==> src/rtl/wb_timer.sv <==
// wb_timer: Wishbone-style memory-mapped down-counting timer with prescaler.
//
// Register map (word index taken from wb_adr[TIMER_ADDR_LSB+1:TIMER_ADDR_LSB]):
//   0 CTRL   : bit0 EN, bit1 IE, bit2 AUTO, bits[15:8] PRESC
//   1 RELOAD : 32-bit reload value used when AUTO=1
//   2 COUNT  : 32-bit down counter
//   3 STATUS : bit0 ZERO (write 1 to clear)
//
// Ports:
//   sys_clk  : system clock, all logic on the rising edge
//   reset    : synchronous active-high reset
//   wb_stb   : strobe / chip select
//   wb_we    : 1 = write, 0 = read
//   wb_adr   : byte address, only the two register-select bits are decoded
//   wb_dat_i : write data (full-word writes only)
//   wb_ack   : single-cycle acknowledge, one cycle after a qualifying strobe
//   wb_dat_o : read data in the ack cycle, 32'h0 otherwise
//   irq      : registered level interrupt, ZERO & IE
//
// Handshake: a cycle with wb_stb=1 and wb_ack=0 is a qualifying access. Writes
// take effect at the end of that cycle; wb_ack (and read data) follow in the
// next cycle. Holding wb_stb high therefore yields one access every two cycles.
module wb_timer #(
  parameter int TIMER_ADDR_LSB = 2
) (
  input  logic        sys_clk,
  input  logic        reset,
  input  logic        wb_stb,
  input  logic        wb_we,
  input  logic [31:0] wb_adr,
  input  logic [31:0] wb_dat_i,
  output logic        wb_ack,
  output logic [31:0] wb_dat_o,
  output logic        irq
);

  localparam logic [1:0] SEL_CTRL   = 2'd0;
  localparam logic [1:0] SEL_RELOAD = 2'd1;
  localparam logic [1:0] SEL_COUNT  = 2'd2;
  localparam logic [1:0] SEL_STATUS = 2'd3;

  logic        en_q, en_d;
  logic        ie_q, ie_d;
  logic        auto_q, auto_d;
  logic [7:0]  presc_cfg_q, presc_cfg_d;
  logic [31:0] reload_q, reload_d;
  logic [31:0] count_q, count_d;
  logic        zero_q, zero_d;
  logic [7:0]  presc_q, presc_d;
  logic        ack_q, ack_d;
  logic [31:0] dat_o_q, dat_o_d;
  logic        irq_q, irq_d;

  logic        access;
  logic        wr;
  logic [1:0]  sel;
  logic        tick;
  logic        en_clr;
  logic [31:0] rd_data;

  assign sel    = wb_adr[TIMER_ADDR_LSB+1:TIMER_ADDR_LSB];
  assign access = wb_stb & ~ack_q;
  assign wr     = access & wb_we;
  assign tick   = en_q & (presc_q == presc_cfg_q);

  always_comb begin
    rd_data = 32'h0;
    case (sel)
      SEL_CTRL:   rd_data = {16'h0, presc_cfg_q, 5'h0, auto_q, ie_q, en_q};
      SEL_RELOAD: rd_data = reload_q;
      SEL_COUNT:  rd_data = count_q;
      SEL_STATUS: rd_data = {31'h0, zero_q};
      default:    rd_data = 32'h0;
    endcase
  end

  always_comb begin
    en_d        = en_q;
    ie_d        = ie_q;
    auto_d      = auto_q;
    presc_cfg_d = presc_cfg_q;
    reload_d    = reload_q;
    count_d     = count_q;
    zero_d      = zero_q;
    presc_d     = presc_q;
    en_clr      = 1'b0;

    // Prescaler restarts on every tick, while disabled, and on any CTRL write.
    if (!en_q || tick || (wr && sel == SEL_CTRL)) begin
      presc_d = 8'h0;
    end else begin
      presc_d = presc_q + 8'd1;
    end

    // W1C first so that a same-cycle hardware set below wins.
    if (wr && sel == SEL_STATUS && wb_dat_i[0]) begin
      zero_d = 1'b0;
    end

    if (tick) begin
      if (count_q != 32'h0) begin
        count_d = count_q - 32'd1;
      end else begin
        zero_d = 1'b1;
        if (auto_q) begin
          count_d = reload_q;
        end else begin
          en_clr = 1'b1;
        end
      end
    end

    if (en_clr) begin
      en_d = 1'b0;
    end

    // Software writes come last: a CTRL write decides EN outright (re-arm wins),
    // and a COUNT write discards the tick update.
    if (wr) begin
      case (sel)
        SEL_CTRL: begin
          en_d        = wb_dat_i[0];
          ie_d        = wb_dat_i[1];
          auto_d      = wb_dat_i[2];
          presc_cfg_d = wb_dat_i[15:8];
        end
        SEL_RELOAD: reload_d = wb_dat_i;
        SEL_COUNT:  count_d  = wb_dat_i;
        default:    ;
      endcase
    end

    ack_d   = access;
    dat_o_d = access ? rd_data : 32'h0;
    irq_d   = zero_q & ie_q;
  end

  always_ff @(posedge sys_clk) begin
    if (reset) begin
      en_q        <= 1'b0;
      ie_q        <= 1'b0;
      auto_q      <= 1'b0;
      presc_cfg_q <= 8'h0;
      reload_q    <= 32'h0;
      count_q     <= 32'h0;
      zero_q      <= 1'b0;
      presc_q     <= 8'h0;
      ack_q       <= 1'b0;
      dat_o_q     <= 32'h0;
      irq_q       <= 1'b0;
    end else begin
      en_q        <= en_d;
      ie_q        <= ie_d;
      auto_q      <= auto_d;
      presc_cfg_q <= presc_cfg_d;
      reload_q    <= reload_d;
      count_q     <= count_d;
      zero_q      <= zero_d;
      presc_q     <= presc_d;
      ack_q       <= ack_d;
      dat_o_q     <= dat_o_d;
      irq_q       <= irq_d;
    end
  end

  assign wb_ack   = ack_q;
  assign wb_dat_o = dat_o_q;
  assign irq      = irq_q;

endmodule
==> config.mk <==
export PLATFORM = sky130hd
export DESIGN_NAME = wb_timer
export DESIGN_NICKNAME = d
export VERILOG_FILES = /design/src/rtl/wb_timer.sv
export SDC_FILE = /design/constraint.sdc
export NUM_CORES = 1
export LEC_CHECK = 0
export BUFFER_PORTS_ARGS = -buffer_cell sky130_fd_sc_hd__buf_2
export CAP_MARGIN = 20
export CORE_MARGIN = 2
export CORE_UTILIZATION = 50
export CTS_CLUSTER_SIZE = 10
export DETAILED_ROUTE_END_ITERATION = 16
export PLACE_DENSITY = 0.72
export REMOVE_ABC_BUFFERS = 1
export SKIP_LAST_GASP = 1
export SLEW_MARGIN = 40
export SYNTH_ARGS = -nofsm -noshare
export SYNTH_HDL_FRONTEND = slang
export SYNTH_SLANG_ARGS = --single-unit
==> constraint.sdc <==
create_clock -name sys_clk -period 2.5 [get_ports sys_clk]
set_clock_uncertainty 0.15 [all_clocks]
set_input_delay 0.125 -clock sys_clk [delete_from_list [all_inputs] [get_ports sys_clk]]
set_output_delay 0.125 -clock sys_clk [all_outputs]
set_load 0.05 [all_outputs]
==> flow_metrics.env <==
export IMPL_worstSetupEndpointType="register"
export IMPL_synth_yosys_warnings=0
export IMPL_numPortBuffers=71
export IMPL_cts_root_buf="clkbuf_16"
export IMPL_ant_nets=0
export IMPL_synth_seq_cells=118
export IMPL_p_leak_nw=2.97
export IMPL_finalCriticalPeriod_ps=2420
export IMPL_dieArea_um2=12200
export IMPL_fmax_mhz=413
export IMPL_setup_ws_ps=76.3
export IMPL_grt_pass1_wl_um=29100
export IMPL_area_growth_pct=32.4
export IMPL_ys_dominant_reg_cell="dfxtp_1"
export IMPL_cp_top_family="simple AND/OR/NAND/NOR gates"
export IMPL_postSynth_asyncResetShare_pct=0
export IMPL_seq_area_frac_synth_pct=41.7
export IMPL_die_x_um=110
export IMPL_startpoint_type="register"
export IMPL_ios=102
export IMPL_maxSlewViolCount=0
export IMPL_grt_usage_pct=29.3
export IMPL_max_cap_viol_count=0
export IMPL_cts_path_max_buffers=2
export IMPL_yosysTopAreaCell="dfxtp_1"
export IMPL_antenna_found_initial=0
export IMPL_path_buf_inv=4
export IMPL_drt_initial_drc_count=571
export IMPL_crit_path_max_incr_delay_ps=350
export IMPL_ys_types=73
export IMPL_yosysMostFrequentCell="nand2_1"
export IMPL_path_class="register to register"
export IMPL_path_common_cell="buf_4"
export IMPL_grt_overflow_total=0
export IMPL_clk_latency_ps=420
export IMPL_dr_pass1_iters=8
export IMPL_synthTopCellsByArea="dfxtp_1 42%, nand2_1 7.9%, a21oi_1 6.4%"
export IMPL_rsz0062_at_grt="true"
export IMPL_slowest_stage="or3_1"
export IMPL_synth_area_um2=5670
export IMPL_p_comb_share_pct=18.6
export IMPL_viasPerCell=5.95
export IMPL_p_switching_mw=1.49
export IMPL_cts_sinks=118
export IMPL_place_inst=928
export IMPL_ir_drop_mv=0.610
export IMPL_wl_met2_um=8530
export IMPL_syn_inst=710
export IMPL_final_util_pct=68.6
export IMPL_met1_length_um=7500
export IMPL_drive_gt1_share_pct=22.9
export IMPL_routed_wl_um=17800
export IMPL_synth_avg_cell_area_um2=7.98
export IMPL_period_share_pct=96.9
export IMPL_required_ps=2660
export IMPL_pwr_share_clk_pct=46.7
export IMPL_grt_max_degree=65
export IMPL_cts_tree="built"
export IMPL_cp_cell_sequence="inv_1 > ha_1 > nor4b_2 > buf_4 > and2_1 > buf_4 > nand4_4 > nor2_4 > buf_4 > or3_1 > a32o_1"
export IMPL_p_per_area_nw_per_um2=761
export IMPL_synth_edf_count=0
export IMPL_relSlewSlack_pct=50.3
export IMPL_place_gp_congestion=0.912
export IMPL_seqPwrFrac_pct=34.7
export IMPL_vias=5904
export IMPL_grt_pass1_vias=5803
export IMPL_pre_cts_slack_ps=71.0
export IMPL_p_int_mw=4.22
export IMPL_setup_viol=0
export IMPL_htree_levels=4
export IMPL_antennaDiodeCount=0
export IMPL_post_synth_top_area_fraction_pct=41.7
export IMPL_hold_viol=0
export IMPL_numCtsBuffers=17
export IMPL_fin_cells=993
export IMPL_worst_slew_pin_slew_ps=746
export IMPL_highest_layer="met4"
export IMPL_initial_core_util_pct=51.8
export IMPL_hpwl_um=11900
export IMPL_holdCritPathClass="input port to register"
export IMPL_status="finished clean"
export IMPL_num_rows=38
export IMPL_nets=912
export IMPL_wl_per_cell_um=17.9
export IMPL_cp_max_fo=6
export IMPL_arrival_ps=2580
export IMPL_wl_met3_um=1260
export IMPL_die_h_um=110
export IMPL_core_um2=10900
export IMPL_clk_pin_slew_worst_paths_ps=50
export IMPL_ys_top_cells_by_count="120 x nand2_1, 118 x dfxtp_1, 90 x nor2_1, 72 x a21oi_1, 44 x clkbuf_1"
export IMPL_holdWs_ps=68.1
export IMPL_drcViolationCount=0
export IMPL_power_switching_share_pct=26.0
[what timing repair did]
item,CTS,global route
buffers inserted,0,1
hold buffers,33,0
hold endpoints to repair,76,0
endpoints found under the setup margin,0,24
resized for setup,0,11
[worst register-to-register path: stages, from the launching register on]
cell     delay (ps)
dfxtp_1         320
inv_1            90
ha_1            220
nor4b_2         160
buf_4           150
and2_1          140
buf_4           150
nand4_4         110
nor2_4           50
buf_4           160
or3_1           350
a32o_1          260
[power by group through the flow]
stage               sequential, mW  combinational, mW  clock (mW)
detailed placement            2.02              0.955           0
finish                        1.98               1.06        2.67
global route                  1.99               1.15        2.78
global placement              2.01              0.943           0
floorplan                     2.03              0.520           0
CTS                           1.98               1.00        2.69
[sequential cells by signal, summed over array words and instances (netlist names)]
register,count
ie_q,1
wb_ack,1
zero_q,1
auto_q,1
presc_cfg_q,8
wb_dat_o,32
irq,1
presc_q,8
count_q,32
reload_q,32
en_q,1
[worst paths after layout]
kind | from | to | slack, ps | depth (start not counted)
hold / removal | wb_adr[3] | wb_dat_o[14]$_SDFF_PP0_ | 70 | 4
setup reg to reg | count_q[0]$_SDFF_PP0_ | count_q[14]$_SDFF_PP0_ | 80 | 11
setup / recovery | count_q[0]$_SDFF_PP0_ | count_q[14]$_SDFF_PP0_ | 80 | 11
hold reg to reg | zero_q$_SDFF_PP0_ | irq$_SDFF_PP0_ | 310 | 2
[cells by family (layout without fill, tap and decap cells)]
group	after synthesis	count (layout)	share of synthesized area, %
adders and majority gates	3	3	0.662
AOI/OAI and AO/OA	170	170	19.5
muxes	16	16	3.11
buffers and inverters	63	206	4.61
and+or+nand+nor	319	319	27.2
DFF	118	118	41.7
xor gates and xnor gates	21	21	3.24
[area by class of cell]
class	instances	area [um^2]
multi-input cells	529	3110
flip-flops and latches	118	2360
clock buffers	22	474
inverters	9	33.8
fillers	915	3430
repair buffers	166	1180
well taps	140	175
clock inverters	9	173
[placed cells by master, fill, tap and decap left out, drive strengths merged, types with 8 or more instances in the layout]
cell type and instances:
a22oi 21, nor4 19, mux2i 12, nor2 94, a21oi 72, nand3 24
dlygate4sd3 33, a311oi 9, nand2 121, and3 8, inv 9, dfxtp 118
nor3 15, a211oi 11, o21ai 19, nand4 10, xnor2 8, xor2 13
clkbuf 22, buf 133
[through the flow]
stage	power [mW]	cell area, um^2	setup TNS, ps
finish	5.71	7500	0
global route	5.91	7500	-50.1
CTS	5.67	7440	0
detailed placement	2.97	6460	0
global placement	2.96	6460	0
floorplan	2.55	5440	-18080
[layer usage]
metal  vias up  global-route usage, %
met3        45                   6.92
met4         0                   10.8
li1       2791                      -
met2       262                   49.9
met5         -                      0
met1      2806                   36.2
Note: power is estimated with default switching activity, not from simulation.
